**src/rtl/conv_stream_ctrl_if.sv**
```systemverilog
// Handshake/bus bundle for conv_stream_ctrl.
//   rx_valid/rx_data           : receive strobe and pixel (UART rx -> ctrl)
//   arr_pix/arr_en/arr_pix_ok  : pixel, enable and window-valid to the 3x3 array
//   arr_pix_out                : array result (array -> ctrl)
//   tx_valid/tx_data/tx_ready  : result hold register ready/valid (ctrl -> UART tx)
// master = controller side, slave = surrounding datapath side.
interface conv_stream_ctrl_if;
  logic       rx_valid;
  logic [7:0] rx_data;
  logic [7:0] arr_pix;
  logic       arr_en;
  logic       arr_pix_ok;
  logic [7:0] arr_pix_out;
  logic       tx_valid;
  logic [7:0] tx_data;
  logic       tx_ready;

  modport master (
    input  rx_valid, rx_data, arr_pix_out, tx_ready,
    output arr_pix, arr_en, arr_pix_ok, tx_valid, tx_data
  );

  modport slave (
    output rx_valid, rx_data, arr_pix_out, tx_ready,
    input  arr_pix, arr_en, arr_pix_ok, tx_valid, tx_data
  );
endinterface

```
**src/rtl/conv_stream_ctrl.sv**
```systemverilog
// Frame sequencer between UART rx, the 3x3 convolution window array and UART tx.
// One array enable per received pixel, LAT flush enables at end of frame, and
// exactly one result per pixel returned through a one-entry hold register.
// Ports:
//   clk        : system clock
//   rst        : asynchronous active-low reset
//   start      : one-cycle pulse, begins a frame when idle
//   bus        : rx / array / tx handshake bundle (conv_stream_ctrl_if.master)
//   busy       : high in every state except IDLE
//   frame_done : one-cycle pulse on DRAIN->IDLE
//   overrun    : sticky error, cleared by reset or start
module conv_stream_ctrl #(
  parameter int IMG_W = 99,
  parameter int IMG_H = 99,
  parameter int LAT   = 2,
  parameter int CNT_W = 16
) (
  input  logic                       clk,
  input  logic                       rst,
  input  logic                       start,
  conv_stream_ctrl_if.master         bus,
  output logic                       busy,
  output logic                       frame_done,
  output logic                       overrun
);

  localparam logic [CNT_W-1:0] NPIX    = CNT_W'(IMG_W * IMG_H);
  localparam logic [CNT_W-1:0] LAST_IN = CNT_W'(IMG_W * IMG_H - 1);
  localparam logic [CNT_W-1:0] OK_TH   = CNT_W'(2 * IMG_W + 2);
  localparam logic [CNT_W-1:0] CAP_END = CNT_W'(IMG_W * IMG_H + LAT);
  localparam logic [CNT_W-1:0] LAT_C   = CNT_W'(LAT);
  localparam logic [CNT_W-1:0] FL_LAST = CNT_W'(LAT - 1);

  typedef enum logic [1:0] {S_IDLE, S_STREAM, S_FLUSH, S_DRAIN} state_t;

  state_t           state_q, state_d;
  logic [CNT_W-1:0] in_idx_q, in_idx_d;
  logic [CNT_W-1:0] out_idx_q, out_idx_d;
  logic [CNT_W-1:0] cap_idx_q, cap_idx_d;
  logic [CNT_W-1:0] fl_cnt_q, fl_cnt_d;
  logic [7:0]       arr_pix_q, arr_pix_d;
  logic             arr_en_q, arr_en_d;
  logic             arr_ok_q, arr_ok_d;
  logic             cap_q, cap_d;
  logic             tx_valid_q, tx_valid_d;
  logic [7:0]       tx_data_q, tx_data_d;
  logic             overrun_q, overrun_d;
  logic             frame_done_q, frame_done_d;

  always_ff @(posedge clk or negedge rst) begin
    if (!rst) begin
      state_q      <= S_IDLE;
      in_idx_q     <= '0;
      out_idx_q    <= '0;
      cap_idx_q    <= '0;
      fl_cnt_q     <= '0;
      arr_pix_q    <= '0;
      arr_en_q     <= 1'b0;
      arr_ok_q     <= 1'b0;
      cap_q        <= 1'b0;
      tx_valid_q   <= 1'b0;
      tx_data_q    <= '0;
      overrun_q    <= 1'b0;
      frame_done_q <= 1'b0;
    end else begin
      state_q      <= state_d;
      in_idx_q     <= in_idx_d;
      out_idx_q    <= out_idx_d;
      cap_idx_q    <= cap_idx_d;
      fl_cnt_q     <= fl_cnt_d;
      arr_pix_q    <= arr_pix_d;
      arr_en_q     <= arr_en_d;
      arr_ok_q     <= arr_ok_d;
      cap_q        <= cap_d;
      tx_valid_q   <= tx_valid_d;
      tx_data_q    <= tx_data_d;
      overrun_q    <= overrun_d;
      frame_done_q <= frame_done_d;
    end
  end

  always_comb begin
    state_d      = state_q;
    in_idx_d     = in_idx_q;
    out_idx_d    = out_idx_q;
    cap_idx_d    = cap_idx_q;
    fl_cnt_d     = fl_cnt_q;
    arr_pix_d    = '0;
    arr_en_d     = 1'b0;
    arr_ok_d     = 1'b0;
    cap_d        = arr_en_q;
    tx_valid_d   = tx_valid_q;
    tx_data_d    = tx_data_q;
    overrun_d    = overrun_q;
    frame_done_d = 1'b0;

    // Hold register: accept first, then a capture may reload in the same cycle.
    if (tx_valid_q && bus.tx_ready) tx_valid_d = 1'b0;
    if (cap_q) begin
      cap_idx_d = cap_idx_q + 1'b1;
      // The first LAT captures are pipeline fill and carry no result.
      if (cap_idx_q >= LAT_C && out_idx_q != NPIX) begin
        if (!tx_valid_q || bus.tx_ready) begin
          tx_data_d  = bus.arr_pix_out;
          tx_valid_d = 1'b1;
          out_idx_d  = out_idx_q + 1'b1;
        end else begin
          overrun_d = 1'b1;
        end
      end
    end

    unique case (state_q)
      S_IDLE: begin
        if (start) begin
          state_d   = S_STREAM;
          in_idx_d  = '0;
          out_idx_d = '0;
          cap_idx_d = '0;
          fl_cnt_d  = '0;
          overrun_d = 1'b0;
        end
      end
      S_STREAM: begin
        if (bus.rx_valid) begin
          arr_en_d  = 1'b1;
          arr_pix_d = bus.rx_data;
          arr_ok_d  = (in_idx_q >= OK_TH);
          in_idx_d  = in_idx_q + 1'b1;
          if (in_idx_q == LAST_IN) state_d = S_FLUSH;
        end
      end
      S_FLUSH: begin
        arr_en_d = 1'b1;
        arr_ok_d = 1'b1;
        fl_cnt_d = fl_cnt_q + 1'b1;
        if (fl_cnt_q == FL_LAST) state_d = S_DRAIN;
        if (bus.rx_valid) overrun_d = 1'b1;
      end
      S_DRAIN: begin
        if (bus.rx_valid) overrun_d = 1'b1;
        // Flush results are still in flight on entry; wait for every capture
        // to land and the last one to be taken by the transmitter.
        if (cap_idx_q == CAP_END && !tx_valid_q) begin
          state_d      = S_IDLE;
          frame_done_d = 1'b1;
        end
      end
      default: state_d = S_IDLE;
    endcase
  end

  assign bus.arr_pix    = arr_pix_q;
  assign bus.arr_en     = arr_en_q;
  assign bus.arr_pix_ok = arr_ok_q;
  assign bus.tx_valid   = tx_valid_q;
  assign bus.tx_data    = tx_data_q;
  assign busy           = (state_q != S_IDLE);
  assign frame_done     = frame_done_q;
  assign overrun        = overrun_q;

endmodule

```
**src/flat_wrapper.sv**
```systemverilog
// flat-port wrapper written by rule: the top's interface ports become plain ports
module conv_stream_ctrl_flat 
#(
  parameter int IMG_W = 99,
  parameter int IMG_H = 99,
  parameter int LAT   = 2,
  parameter int CNT_W = 16
)
  (clk, rst, start, busy, frame_done, overrun, bus_rx_valid, bus_rx_data, bus_arr_pix_out, bus_tx_ready, bus_arr_pix, bus_arr_en, bus_arr_pix_ok, bus_tx_valid, bus_tx_data);
  conv_stream_ctrl_if bus_i ();
  input  logic clk;
  input  logic rst;
  input  logic start;
  output logic busy;
  output logic frame_done;
  output logic overrun;
  input wire logic [$bits(bus_i.rx_valid)-1:0] bus_rx_valid;
  input wire logic [$bits(bus_i.rx_data)-1:0] bus_rx_data;
  input wire logic [$bits(bus_i.arr_pix_out)-1:0] bus_arr_pix_out;
  input wire logic [$bits(bus_i.tx_ready)-1:0] bus_tx_ready;
  output wire logic [$bits(bus_i.arr_pix)-1:0] bus_arr_pix;
  output wire logic [$bits(bus_i.arr_en)-1:0] bus_arr_en;
  output wire logic [$bits(bus_i.arr_pix_ok)-1:0] bus_arr_pix_ok;
  output wire logic [$bits(bus_i.tx_valid)-1:0] bus_tx_valid;
  output wire logic [$bits(bus_i.tx_data)-1:0] bus_tx_data;
  assign bus_i.rx_valid = bus_rx_valid;
  assign bus_i.rx_data = bus_rx_data;
  assign bus_i.arr_pix_out = bus_arr_pix_out;
  assign bus_i.tx_ready = bus_tx_ready;
  assign bus_arr_pix = bus_i.arr_pix;
  assign bus_arr_en = bus_i.arr_en;
  assign bus_arr_pix_ok = bus_i.arr_pix_ok;
  assign bus_tx_valid = bus_i.tx_valid;
  assign bus_tx_data = bus_i.tx_data;
  conv_stream_ctrl #(.IMG_W(IMG_W), .IMG_H(IMG_H), .LAT(LAT), .CNT_W(CNT_W)) u_core (.clk(clk), .rst(rst), .start(start), .bus(bus_i), .busy(busy), .frame_done(frame_done), .overrun(overrun));
endmodule
```
**config.mk**
```make
export PLATFORM = sky130hd
export DESIGN_NAME = conv_stream_ctrl_flat
export DESIGN_NICKNAME = d
export VERILOG_FILES = /design/src/rtl/conv_stream_ctrl_if.sv /design/src/rtl/conv_stream_ctrl.sv /design/src/flat_wrapper.sv
export SDC_FILE = /design/constraint.sdc
export NUM_CORES = 1
export LEC_CHECK = 0
export ABC_AREA = 1
export BUFFER_PORTS_ARGS = -buffer_cell sky130_fd_sc_hd__buf_2
export CAP_MARGIN = 10
export CORE_UTILIZATION = 47
export DETAILED_ROUTE_END_ITERATION = 12
export PLACE_DENSITY = 0.79
export SYNTH_ARGS = -nofsm -noshare
export SYNTH_HDL_FRONTEND = slang
export SYNTH_SLANG_ARGS = --single-unit
```
**constraint.sdc**
```tcl
create_clock -name clk -period 1.7 [get_ports clk]
set_input_delay 0.34 -clock clk [delete_from_list [all_inputs] [get_ports clk]]
set_output_delay 0.34 -clock clk [all_outputs]
set_load 0.01 [all_outputs]
```
==> flow_results.xml, run 1 <==
<?xml version="1.0" encoding="UTF-8"?>
<metrics>
  <group name="placement">
    <metric name="dpl_cell_area" unit="µm²">5338</metric>
    <metric name="number_of_buffers_added_on_ports" unit="">42</metric>
    <metric name="placed_cells" unit="">823</metric>
    <metric name="gpl.final_weighted_congestion" unit="">0.9178</metric>
    <metric name="pre_cts_ws" unit="ps">-34.16</metric>
    <metric name="estimated_wirelength_of_the_detail_placed_design" unit="µm">8211</metric>
  </group>
  <group name="drt">
    <metric name="first_pass_iters" unit="">5</metric>
    <metric name="detail_route.wirelength" unit="µm">11470</metric>
    <metric name="detail-route-antenna-nets" unit="">0</metric>
    <metric name="detail_route.wl_per_cell" unit="µm">13.51</metric>
    <metric name="vias" unit="">4409</metric>
    <metric name="viasPerCell" unit="">5.193</metric>
    <metric name="drc" unit="">0</metric>
    <metric name="drt_iter0_drc" unit="">210</metric>
  </group>
  <group name="layout">
    <metric name="share_of_layout_cells_above_drive_strength_1" unit="%">20.39</metric>
    <metric name="area.growth.synth_to_final" unit="%">19.70</metric>
    <metric name="antenna-diode-count" unit="">0</metric>
    <metric name="finish.net_count" unit="">744</metric>
    <metric name="fin_cells" unit="">849</metric>
    <metric name="finalInstanceArea" unit="µm²">5756</metric>
  </group>
  <group name="critical_path">
    <metric name="required" unit="ps">1360</metric>
    <metric name="critical_path_peak_fanout" unit="">4</metric>
    <metric name="worstSetupStartpointType" unit="">flop</metric>
    <metric name="worst-endpoint-arrival" unit="ps">1350</metric>
    <metric name="endpoint_kind" unit="">output port</metric>
    <metric name="setup.worst_path.class" unit="">flop to output port</metric>
    <metric name="ff2ff_path_depth" unit="">12</metric>
  </group>
  <group name="power_and_ir_drop">
    <metric name="vdd.ir_drop.worst" unit="µV">814.8</metric>
    <metric name="leakage_power_of_the_design" unit="nW">2.883</metric>
    <metric name="pwr_per_cell_area" unit="nW/µm²">1213</metric>
  </group>
  <group name="global_routing">
    <metric name="grt_max_degree" unit="">37</metric>
    <metric name="grt_first_pass_wirelength" unit="µm">19510</metric>
    <metric name="antenna_found_initial" unit="">0</metric>
    <metric name="overflow" unit="">0</metric>
    <metric name="vias_in_the_first_global_route" unit="">4283</metric>
    <metric name="grt_overall_usage" unit="%">23.83</metric>
  </group>
  <group name="floorplan">
    <metric name="die_y" unit="µm">103.1</metric>
    <metric name="rows" unit="">36</metric>
    <metric name="floorplan.initialDensity" unit="%">48.74</metric>
    <metric name="die_x_extent" unit="µm">103.1</metric>
    <metric name="core_area" unit="µm²">9864</metric>
    <metric name="die_area" unit="µm²">10640</metric>
    <metric name="num_io_pins" unit="">43</metric>
  </group>
  <group name="logic_synthesis">
    <metric name="mappedNetlistArea" unit="µm²">4808</metric>
    <metric name="count_of_unique_library_cells_instantiated_by_yosys" unit="">38</metric>
    <metric name="synth_nets" unit="">663</metric>
    <metric name="synth_top_flop_cell" unit="">dfrtp_1</metric>
    <metric name="synth-edff-count" unit="">0</metric>
    <metric name="syn_avg_cell_area" unit="µm²">7.632</metric>
    <metric name="proportion_of_register_bits_with_asynchronous_set_or_reset_after_synthesis" unit="%">100.0</metric>
    <metric name="seq_area_frac_synth" unit="%">45.80</metric>
    <metric name="syn-instance-count" unit="">630</metric>
    <metric name="ys_seq_elements" unit="">88</metric>
    <metric name="yosysWarningCount" unit="">0</metric>
  </group>
  <group name="clock_network">
    <metric name="cts-root-buf" unit="">clkbuf_8</metric>
    <metric name="cts.path.max_buffers" unit="">2</metric>
    <metric name="clock_insertion_delay_worst_skew" unit="ps">360</metric>
    <metric name="clock_sinks" unit="">88</metric>
    <metric name="cts_htree_levels" unit="">3</metric>
    <metric name="tritoncts.num_buffers" unit="">9</metric>
    <metric name="clkTransAtPathRegs" unit="ps">90</metric>
    <metric name="tritoncts" unit="">done</metric>
  </group>
  <group name="status">
    <metric name="status" unit="">finished clean</metric>
  </group>
  <group name="hold_path">
    <metric name="holdPathStages" unit="">3</metric>
    <metric name="timing.hold.worst.class" unit="">input pin to flop</metric>
  </group>
  <group name="sta">
    <metric name="finalSetupViolCount" unit="">0</metric>
    <metric name="finalCritPeriodShare" unit="%">99.24</metric>
    <metric name="timing.slew.headroom" unit="%">73.71</metric>
    <metric name="worst_slew_pin_slew" unit="ps">390.8</metric>
    <metric name="worst_clock_skew" unit="ps">10.24</metric>
    <metric name="rsz0062_at_grt" unit="">yes</metric>
    <metric name="fmax" unit="MHz">592.8</metric>
    <metric name="number_of_endpoints_with_negative_hold_slack_in_the_final_report" unit="">0</metric>
    <metric name="final.min_clock_period" unit="ps">1687</metric>
    <metric name="postLayoutSetupSlackWorst" unit="ps">13.00</metric>
    <metric name="maxSlewViolCount" unit="">0</metric>
  </group>
  <group name="flow_run">
    <metric name="drv.max_cap_violation_count" unit="">0</metric>
  </group>
</metrics>
==> critical path, cell delays in order, from the launching register on <==
cell and delay, ps:
dfrtp_1 430, inv_2 110, ha_4 170, inv_2 50, buf_6 120, buf_6 110
==> area by class of cell <==
cell class	instances	area, µm²
repair buffers	78	531.8
well taps	133	166.4
clock buffers	12	145.1
multi-input cells	444	2287
inverters	90	345.3
clock inverters	4	77.57
flip-flops and latches	88	2202
fillers	857	4109
==> cells in the final DEF, fill, tap and decap left out, types with 2 or more instances in the layout <==
master and n:
buf_12 2, ha_1 9, ha_2 2, nand3_1 33, xor2_1 4, nor2_1 100
a31oi_1 4, o21ai_0 22, nand3_2 4, inv_4 3, inv_1 80, nor2_2 12
nor4_1 2, nand4_1 14, a21oi_1 39, o21ai_1 5, clkbuf_8 10, buf_2 40
nand2_1 135, clkbuf_1 2, nand2_4 2, nor3_2 5, nand3_4 2, xnor2_1 2
dfrtp_1 88, bufinv_16 2, nor2_4 8, nand2_2 6, nor3_1 24, clkinv_4 2
buf_6 5, inv_2 6, buf_4 30
==> metrics by stage <==
stage                     util [%]  hold slack (ps)  total power, mW  setup TNS [ps]
after floorplan                  -            44.41            4.158               0
after global placement       54.11            277.7            4.878               0
after detailed placement     54.11            288.6            4.993          -121.0
after CTS                    56.95            154.0            6.743               0
after global routing         58.35            159.0            7.457           -1713
final                        58.35            169.7            6.981               0
==> cell families (layout without fill, tap and decap cells) <==
kind of cell	count (synthesis)	in the layout	share of synthesized area, %
xor+xnor	6	6	1.093
compound gates	77	77	8.587
buf+inv	99	184	8.743
simple gates	348	349	32.66
fa+ha+maj	12	12	3.122
flops	88	88	45.80
==> state kept, by name, summed over array words and instances, names as in the netlist <==
register,flops
u_core.bus.tx_data,8
u_core.bus.tx_valid,1
u_core.out_idx_q,16
u_core.bus.arr_en,1
u_core.cap_q,1
u_core.cap_idx_q,16
u_core.bus.arr_pix,8
u_core.bus.arr_pix_ok,1
u_core.frame_done,1
u_core.fl_cnt_q,16
u_core.overrun,1
u_core.in_idx_q,16
u_core.state_q,2
==> synth_stat cells, types with 2 or more instances <==
cell type	number	area, µm²
nand2_1	136	510.5
inv_4	2	12.51
nand2_2	5	31.28
nand3_2	4	40.04
inv_1	82	307.8
nor3_2	2	20.02
a21oi_1	39	195.2
xor2_1	4	35.03
nor2_4	4	45.04
nor4_1	2	12.51
xnor2_1	2	17.52
nor2_1	108	405.4
nor3_1	27	135.1
nand4_1	14	87.58
buf_6	5	56.30
dfrtp_1	88	2202
o21ai_0	26	130.1
buf_2	2	10.01
nand3_1	34	170.2
nor2_2	7	43.79
a31oi_1	4	25.02
nand2_4	2	22.52
inv_2	5	18.77
ha_1	12	150.1
==> path summary, 6_finish.rpt <==
check	from	end	slack, ps
worst min register to register	u_core.bus.arr_en	u_core.cap_q	420
min in group asynchronous	rst	u_core.bus.tx_data[4]	440
worst max-delay path	u_core.state_q[0]	busy	10
worst min-delay path	bus_arr_pix_out[5]	u_core.bus.tx_data[5]	170
worst max register to register	u_core.out_idx_q[0]	u_core.out_idx_q[11]	30
max in group asynchronous	rst	u_core.cap_idx_q[6]	760
==> what timing repair did <==
item | CTS | global route
hold buffers | 1 | 0
gates resized for setup | 7 | 29
endpoints found under the hold margin | 25 | 0
setup endpoints to repair | 14 | 49
pin swaps | 1 | 6
setup buffers | 3 | 5
gates cloned | 0 | 1
==> power breakdown <==
part | switching [mW] | internal (mW)
clock network | 0.758 | 0.875
logic | 1.60 | 1.09
registers | 0.264 | 2.40
total | 2.62 | 4.36
==> per-layer routing <==
metal  wire [µm]  part of all wire, %  GRT usage, %
met5           0                    0             0
met4         131                  1.1         7.259
met3         631                  5.5         5.695
met2        5703                   50         40.72
met1        5002                   44         29.96
No activity file was read; power rests on OpenSTA's default activity.
==> inputs of run 2 (changes only) <==
Settings changed: BUFFER_PORTS_ARGS -buffer_cell sky130_fd_sc_hd__buf_2 to -buffer_cell sky130_fd_sc_hd__clkbuf_2, CELL_PAD_IN_SITES_DETAIL_PLACEMENT set to 1, CELL_PAD_IN_SITES_GLOBAL_PLACEMENT set to 1, CORE_UTILIZATION 47 to 40, PLACE_DENSITY 0.79 to 0.87.
==> run 2 against run 1 <==
  * The run now ends with design-rule violations, negative hold slack, negative setup slack left
  * Sequential share of layout area is 1.6 points lower
  * Register-to-register slack worse by 140 ps
  * Die area is 17% higher
  * Global-route usage is 0.87 points lower
  * Highest routed layer unchanged
  * Via count is 4.6% higher
  * Sequential power is 2% higher
  * Largest cell class unchanged
==> flow_results.xml, run 2 (synthesis gave the netlist of run 1 again) <==
<?xml version="1.0" encoding="UTF-8"?>
<metrics>
  <group name="sta">
    <metric name="maxSlewViolCount" unit="">0</metric>
    <metric name="fin_hold_ws" unit="ps">-5.731</metric>
    <metric name="worst_clock_skew" unit="ps">15.83</metric>
    <metric name="worst_slew_pin_slew" unit="ps">505.1</metric>
    <metric name="final.min_clock_period" unit="ps">1810</metric>
    <metric name="finalSetupViolCount" unit="">19</metric>
    <metric name="timing.setup.tns" unit="ps">-893.0</metric>
    <metric name="number_of_endpoints_with_negative_hold_slack_in_the_final_report" unit="">2</metric>
    <metric name="fmax" unit="MHz">552.5</metric>
    <metric name="finalCritPeriodShare" unit="%">106.5</metric>
    <metric name="postLayoutSetupSlackWorst" unit="ps">-110.1</metric>
    <metric name="rsz0062_at_grt" unit="">yes</metric>
    <metric name="timing.slew.headroom" unit="%">66.32</metric>
  </group>
  <group name="power_and_ir_drop">
    <metric name="pwr_per_cell_area" unit="nW/µm²">1340</metric>
    <metric name="power.share.clock" unit="%">26.9</metric>
    <metric name="total_power_draw" unit="mW">8.065</metric>
    <metric name="pwr-share-comb" unit="%">39.5</metric>
    <metric name="power.switching" unit="mW">3.115</metric>
    <metric name="cellInternalPower" unit="mW">4.950</metric>
    <metric name="leakage_power_of_the_design" unit="nW">2.998</metric>
    <metric name="vdd.ir_drop.worst" unit="µV">1008</metric>
    <metric name="p_seq_share" unit="%">33.6</metric>
    <metric name="netSwitchingFraction" unit="%">38.63</metric>
  </group>
  <group name="critical_path">
    <metric name="cpMostUsedCell" unit="">nand2_4</metric>
    <metric name="required" unit="ps">1930</metric>
    <metric name="reg2reg_from" unit="">u_core.state_q[0]</metric>
    <metric name="slowest_stage" unit="">dfrtp_2</metric>
    <metric name="crit-reg2reg-capture" unit="">u_core.in_idx_q[8]</metric>
    <metric name="critPathMaxStageDelay" unit="ps">460</metric>
    <metric name="critical_path_peak_fanout" unit="">6</metric>
    <metric name="worst-endpoint-arrival" unit="ps">2040</metric>
    <metric name="reg2reg_slack" unit="ps">-110</metric>
    <metric name="worstSetupStartpointType" unit="">flop</metric>
    <metric name="endpoint_kind" unit="">flop</metric>
    <metric name="setup.worst_path.class" unit="">flop to flop</metric>
    <metric name="ff2ff_path_depth" unit="">10</metric>
    <metric name="crit_chain" unit="">inv_4, ha_4, nand2_4, nand2_4, nand2_8, nor2_4, inv_2, nor3_4, buf_4, a211oi_2</metric>
  </group>
  <group name="clock_network">
    <metric name="clock_sinks" unit="">88</metric>
    <metric name="tritoncts" unit="">done</metric>
    <metric name="cts.path.max_buffers" unit="">2</metric>
    <metric name="tritoncts.num_buffers" unit="">9</metric>
    <metric name="cts_htree_levels" unit="">3</metric>
    <metric name="cts-root-buf" unit="">clkbuf_16</metric>
    <metric name="clkTransAtPathRegs" unit="ps">80</metric>
    <metric name="cts_hold_buf" unit="">0</metric>
    <metric name="clock_insertion_delay_worst_skew" unit="ps">360</metric>
  </group>
  <group name="drt">
    <metric name="drc" unit="">4</metric>
    <metric name="detail_route.wirelength" unit="µm">15420</metric>
    <metric name="drt_iter0_drc" unit="">205</metric>
    <metric name="detail_route.wl_per_cell" unit="µm">17.82</metric>
    <metric name="detail-route-antenna-nets" unit="">0</metric>
    <metric name="first_pass_iters" unit="">8</metric>
    <metric name="vias" unit="">4611</metric>
    <metric name="viasPerCell" unit="">5.331</metric>
  </group>
  <group name="hold_path">
    <metric name="timing.hold.worst.class" unit="">input pin to asynchronous set/reset pin</metric>
  </group>
  <group name="status">
    <metric name="status" unit="">finished, violations left</metric>
    <metric name="violations" unit="">design-rule violations, negative hold slack, negative setup slack</metric>
  </group>
  <group name="layout">
    <metric name="layout.cells.most_common_list" unit="">134 x nand2_1, 95 x nor2_1, 87 x dfrtp_1, 77 x inv_1, 40 x clkbuf_2</metric>
    <metric name="multi_input_comb_area" unit="µm²">2381</metric>
    <metric name="finish.net_count" unit="">750</metric>
    <metric name="register_cell_area_after_layout" unit="µm²">2203</metric>
    <metric name="area.growth.synth_to_final" unit="%">25.16</metric>
    <metric name="antenna-diode-count" unit="">0</metric>
    <metric name="share_of_layout_cells_above_drive_strength_1" unit="%">23.55</metric>
    <metric name="mostFrequentLayoutCell" unit="">nand2_1</metric>
    <metric name="n_fill_cell" unit="">1413</metric>
  </group>
  <group name="floorplan">
    <metric name="die_area" unit="µm²">12460</metric>
    <metric name="die_y" unit="µm">111.6</metric>
    <metric name="rows" unit="">39</metric>
    <metric name="num_io_pins" unit="">43</metric>
    <metric name="floorplan.initialDensity" unit="%">41.58</metric>
    <metric name="core_area" unit="µm²">11560</metric>
    <metric name="die_x_extent" unit="µm">111.6</metric>
  </group>
  <group name="global_routing">
    <metric name="antenna_found_initial" unit="">0</metric>
    <metric name="overflow" unit="">0</metric>
    <metric name="grt_overall_usage" unit="%">22.96</metric>
    <metric name="grt_first_pass_wirelength" unit="µm">22790</metric>
    <metric name="grt_max_degree" unit="">89</metric>
    <metric name="vias_in_the_first_global_route" unit="">4780</metric>
  </group>
  <group name="placement">
    <metric name="gpl.final_weighted_congestion" unit="">0.8767</metric>
    <metric name="estimated_wirelength_of_the_detail_placed_design" unit="µm">9738</metric>
    <metric name="number_of_buffers_added_on_ports" unit="">42</metric>
    <metric name="pre_cts_ws" unit="ps">-156.8</metric>
  </group>
  <group name="flow_run">
    <metric name="drv.max_cap_violation_count" unit="">0</metric>
  </group>
</metrics>
## run 2: what timing repair did
item / CTS / global route
setup buffers: 3 / 16
pin swaps: 2 / 21
resized for setup: 17 / 47
endpoints found under the setup margin: 31 / 55
## run 2: worst max-delay path: cells and delay by family (launching register included)
family	cells	cell delay (ps)
fa+ha+maj	1	220
flops	1	460
compound gates	1	30
buf+inv	3	330
simple gates	5	630
## run 2: power groups by stage
stage | sequential (mW) | combinational (mW) | clock [mW]
CTS | 2.67 | 2.65 | 2.20
detailed placement | 2.70 | 2.43 | 0
floorplan | 2.70 | 1.46 | 0
global placement | 2.67 | 2.25 | 0
global route | 2.73 | 3.43 | 2.28
finish | 2.71 | 3.19 | 2.17
## run 2: cell type report
class	instances	share of cell area (%)
timing repair buffer	85	9.667
clock buffer	9	3.742
inverter	90	5.863
clock inverter	7	1.580
multi-input combinational	443	39.56
tap	143	2.973
sequential	88	36.61
## run 2: metrics by stage
stage	hold WS [ps]	util [%]	std cells	cell area, µm²
final	-5.731	52.04	865	6018
after global routing	60.15	52.04	865	6018
after CTS	48.76	49.61	849	5737
after detailed placement	420.2	46.07	830	5328
after global placement	419.7	46.07	830	5328
after floorplan	44.41	-	630	4808
## run 2: how the worst max path moves through the flow
| stage | from | endpoint | slack, ps | cells past startpoint |
|---|---|---|---|---|
| after floorplan | u_core.state_q[0] | u_core.in_idx_q[9] | 100 | 10 |
| after CTS | u_core.state_q[1] | u_core.in_idx_q[10] | -20 | 11 |
| final | u_core.state_q[0] | u_core.in_idx_q[8] | -110 | 10 |
| after global routing | u_core.state_q[0] | u_core.in_idx_q[10] | -170 | 11 |
| after detailed placement | u_core.state_q[0] | u_core.fl_cnt_q[10] | -160 | 8 |
| after global placement | u_core.cap_idx_q[0] | u_core.out_idx_q[11] | 3 | 11 |
## run 2: routing by layer
| layer | part of all wire (%) | vias up | track usage [%] |
|---|---|---|---|
| li1 | - | 2179 | - |
| met3 | 2.8 | 17 | 5.063 |
| met4 | 1.6 | 0 | 7.568 |
| met2 | 54 | 71 | 41.37 |
| met5 | 0 | - | 0 |
| met1 | 41 | 2344 | 26.94 |
==> inputs of run 3 (changes only) <==
Settings changed: CORE_MARGIN set to 1.5, SETUP_SLACK_MARGIN set to 0.2.
==> run 3 against run 2 <==
  * The flow finishes with violations (negative setup slack)
  * Register-to-register slack got worse by 340 ps
  * Clock power decreased by 4%
  * Routed wire length increased by 69%
  * Power increased by 25%
  * Maximum frequency decreased by 16%
  * Highest routed layer is now met5
  * Non-clock buffer count increased by 42
  * Combinational power increased by 60%
  * Via count increased by 22%
  * Final cell count increased by 5.0%
  * Sequential share of layout area decreased by 5.4 points
==> flow_results.xml, run 3 (synthesis gave the netlist of run 1 again) <==
<?xml version="1.0" encoding="UTF-8"?>
<metrics>
  <group name="status">
    <metric name="status" unit="">finished, violations left</metric>
    <metric name="violations" unit="">negative setup slack</metric>
  </group>
  <group name="clock_network">
    <metric name="tritoncts.num_buffers" unit="">9</metric>
    <metric name="clock_sinks" unit="">88</metric>
    <metric name="tritoncts" unit="">done</metric>
    <metric name="cts-root-buf" unit="">clkbuf_16</metric>
    <metric name="cts_htree_levels" unit="">3</metric>
    <metric name="cts.path.max_buffers" unit="">2</metric>
    <metric name="clock_insertion_delay_worst_skew" unit="ps">370</metric>
    <metric name="clkTransAtPathRegs" unit="ps">80</metric>
  </group>
  <group name="placement">
    <metric name="dpl_cell_area" unit="µm²">5335</metric>
    <metric name="gpl.final_weighted_congestion" unit="">0.8533</metric>
    <metric name="number_of_buffers_added_on_ports" unit="">42</metric>
    <metric name="estimated_wirelength_of_the_detail_placed_design" unit="µm">9983</metric>
  </group>
  <group name="global_routing">
    <metric name="grt_first_pass_wirelength" unit="µm">29550</metric>
    <metric name="global_route.usage.met3" unit="%">5.940</metric>
    <metric name="grt_overall_usage" unit="%">30.34</metric>
    <metric name="grt_max_degree" unit="">36</metric>
    <metric name="overflow" unit="">0</metric>
    <metric name="grt_use_met2" unit="%">54.23</metric>
    <metric name="grtUsageMet1" unit="%">33.30</metric>
    <metric name="vias_in_the_first_global_route" unit="">5633</metric>
    <metric name="antenna_found_initial" unit="">2</metric>
    <metric name="globalRoute.busiestLayer" unit="">met2</metric>
  </group>
  <group name="power_and_ir_drop">
    <metric name="vdd.ir_drop.worst" unit="µV">1173</metric>
    <metric name="pwr_per_cell_area" unit="nW/µm²">1417</metric>
    <metric name="leakage_power_of_the_design" unit="nW">3.362</metric>
  </group>
  <group name="drt">
    <metric name="detail_route.wl_per_cell" unit="µm">28.69</metric>
    <metric name="detail-route-antenna-nets" unit="">0</metric>
    <metric name="first_pass_iters" unit="">5</metric>
    <metric name="drc" unit="">0</metric>
    <metric name="drt_iter0_drc" unit="">438</metric>
    <metric name="viasPerCell" unit="">6.218</metric>
    <metric name="detail_route.wirelength" unit="µm">26050</metric>
    <metric name="vias" unit="">5646</metric>
  </group>
  <group name="sta">
    <metric name="final.min_clock_period" unit="ps">2153</metric>
    <metric name="maxSlewViolCount" unit="">0</metric>
    <metric name="finalSetupViolCount" unit="">58</metric>
    <metric name="fmax" unit="MHz">464.4</metric>
    <metric name="number_of_endpoints_with_negative_hold_slack_in_the_final_report" unit="">0</metric>
    <metric name="finalCritPeriodShare" unit="%">126.7</metric>
    <metric name="worst_clock_skew" unit="ps">15.62</metric>
    <metric name="postLayoutSetupSlackWorst" unit="ps">-453.3</metric>
    <metric name="timing.slew.headroom" unit="%">65.31</metric>
    <metric name="rsz0062_at_grt" unit="">yes</metric>
    <metric name="fin_hold_ws" unit="ps">186.9</metric>
    <metric name="worst_slew_pin_slew" unit="ps">516.4</metric>
  </group>
  <group name="floorplan">
    <metric name="floorplan.initialDensity" unit="%">41.58</metric>
    <metric name="die_y" unit="µm">112.6</metric>
    <metric name="core_area" unit="µm²">11560</metric>
    <metric name="die_x_extent" unit="µm">112.6</metric>
    <metric name="rows" unit="">39</metric>
    <metric name="die_area" unit="µm²">12690</metric>
    <metric name="num_io_pins" unit="">43</metric>
  </group>
  <group name="critical_path">
    <metric name="reg2reg_from" unit="">u_core.out_idx_q[1]</metric>
    <metric name="crit-reg2reg-capture" unit="">u_core.out_idx_q[7]</metric>
    <metric name="endpoint_kind" unit="">flop</metric>
    <metric name="critical_path_peak_fanout" unit="">6</metric>
    <metric name="required" unit="ps">1940</metric>
    <metric name="setup.worst_path.class" unit="">flop to flop</metric>
    <metric name="reg2reg_slack" unit="ps">-450</metric>
    <metric name="ff2ff_path_depth" unit="">13</metric>
    <metric name="worst-endpoint-arrival" unit="ps">2390</metric>
    <metric name="worstSetupStartpointType" unit="">flop</metric>
  </group>
  <group name="layout">
    <metric name="finish.net_count" unit="">793</metric>
    <metric name="mostFrequentLayoutCell" unit="">nand2_1</metric>
    <metric name="fin_util" unit="%">61.29</metric>
    <metric name="layout.cells.most_common_list" unit="">106 x nand2_1, 81 x dfrtp_1, 74 x nor2_1, 67 x inv_1, 54 x buf_4</metric>
    <metric name="finalInstanceArea" unit="µm²">7088</metric>
    <metric name="area.growth.synth_to_final" unit="%">47.41</metric>
    <metric name="share_of_layout_cells_above_drive_strength_1" unit="%">43.85</metric>
  </group>
  <group name="flow_run">
    <metric name="drv.max_cap_violation_count" unit="">0</metric>
  </group>
  <group name="hold_path">
    <metric name="holdPathStages" unit="">3</metric>
    <metric name="worstHoldEndpoint" unit="">u_core.bus.arr_pix[6]</metric>
    <metric name="timing.hold.worst.class" unit="">input pin to flop</metric>
    <metric name="hold_start" unit="">bus_rx_data[6]</metric>
  </group>
</metrics>
==> run 3: report_power, final <==
| part | switching, mW | internal (mW) | leakage [nW] | total, mW |
|---|---|---|---|---|
| clock network | 0.926 | 1.17 | 0.145 | 2.09 |
| registers | 0.437 | 2.41 | 1.19 | 2.85 |
| logic | 3.03 | 2.08 | 2.03 | 5.11 |
| total | 4.39 | 5.65 | 3.36 | 10.0 |
==> run 3: repair_timing <==
action / 4_1_cts / 5_1_grt
gates resized for setup: 121 / 151
cloned: 0 / 1
setup buffers: 32 / 31
hold buffers: 1 / 0
hold endpoints to repair: 21 / 0
setup endpoints to repair: 66 / 79
pin swaps: 45 / 65
==> run 3: worst max path at each step <==
stage / startpoint / endpoint / slack [ps]
floorplan: u_core.state_q[0] / u_core.fl_cnt_q[14] / 120
global placement: u_core.state_q[0] / u_core.in_idx_q[9] / 50
detailed placement: u_core.state_q[1] / u_core.in_idx_q[14] / -90
CTS: u_core.state_q[0] / u_core.in_idx_q[14] / -20
global route: u_core.out_idx_q[1] / u_core.out_idx_q[7] / -550
finish: u_core.out_idx_q[1] / u_core.out_idx_q[7] / -450
==> run 3: area by class of cell <==
cell class                      count  area (µm²)
Clock inverter                      4       45.04
Clock buffer                       11       242.7
Inverter                           90       379.1
Multi-Input combinational cell    443        2997
Tap cell                          143       178.9
Antenna cell                        1       2.502
Timing Repair Buffer              127        1021
Sequential cell                    88        2211
Fill cell                        1305        4477
Timing Repair inverter              1       11.26
==> run 3: worst max-delay path, cell delays in order (launching register included) <==
cell and delay (ps):
dfrtp_1 400, inv_1 80, ha_2 180, inv_2 40, nor2_2 150, nand2_1 100
nor2_1 160, nand2_1 120, nand3_4 110, buf_6 120, buf_8 120, inv_8 60
a21oi_2 290, nor2_2 100
==> run 3: routing by layer <==
layer | share of wire (%) | vias to the layer above | routed length, µm
met4 | 9.1 | 2 | 2364
met5 | 0.038 | - | 10
met2 | 49 | 351 | 12810
li1 | - | 2276 | -
met3 | 7.3 | 185 | 1905
met1 | 34 | 2832 | 8957
==> run 3: per-stage QoR <==
step	TNS [ps]	total power, mW	setup WS [ps]	std cells
final	-8929	10.05	-453.3	908
after CTS	-46.81	8.117	-17.56	875
after global placement	0	4.933	48.44	827
after global routing	-11510	10.24	-554.4	907
after detailed placement	-174.2	5.098	-91.74	827
after floorplan	0	4.249	123.6	630
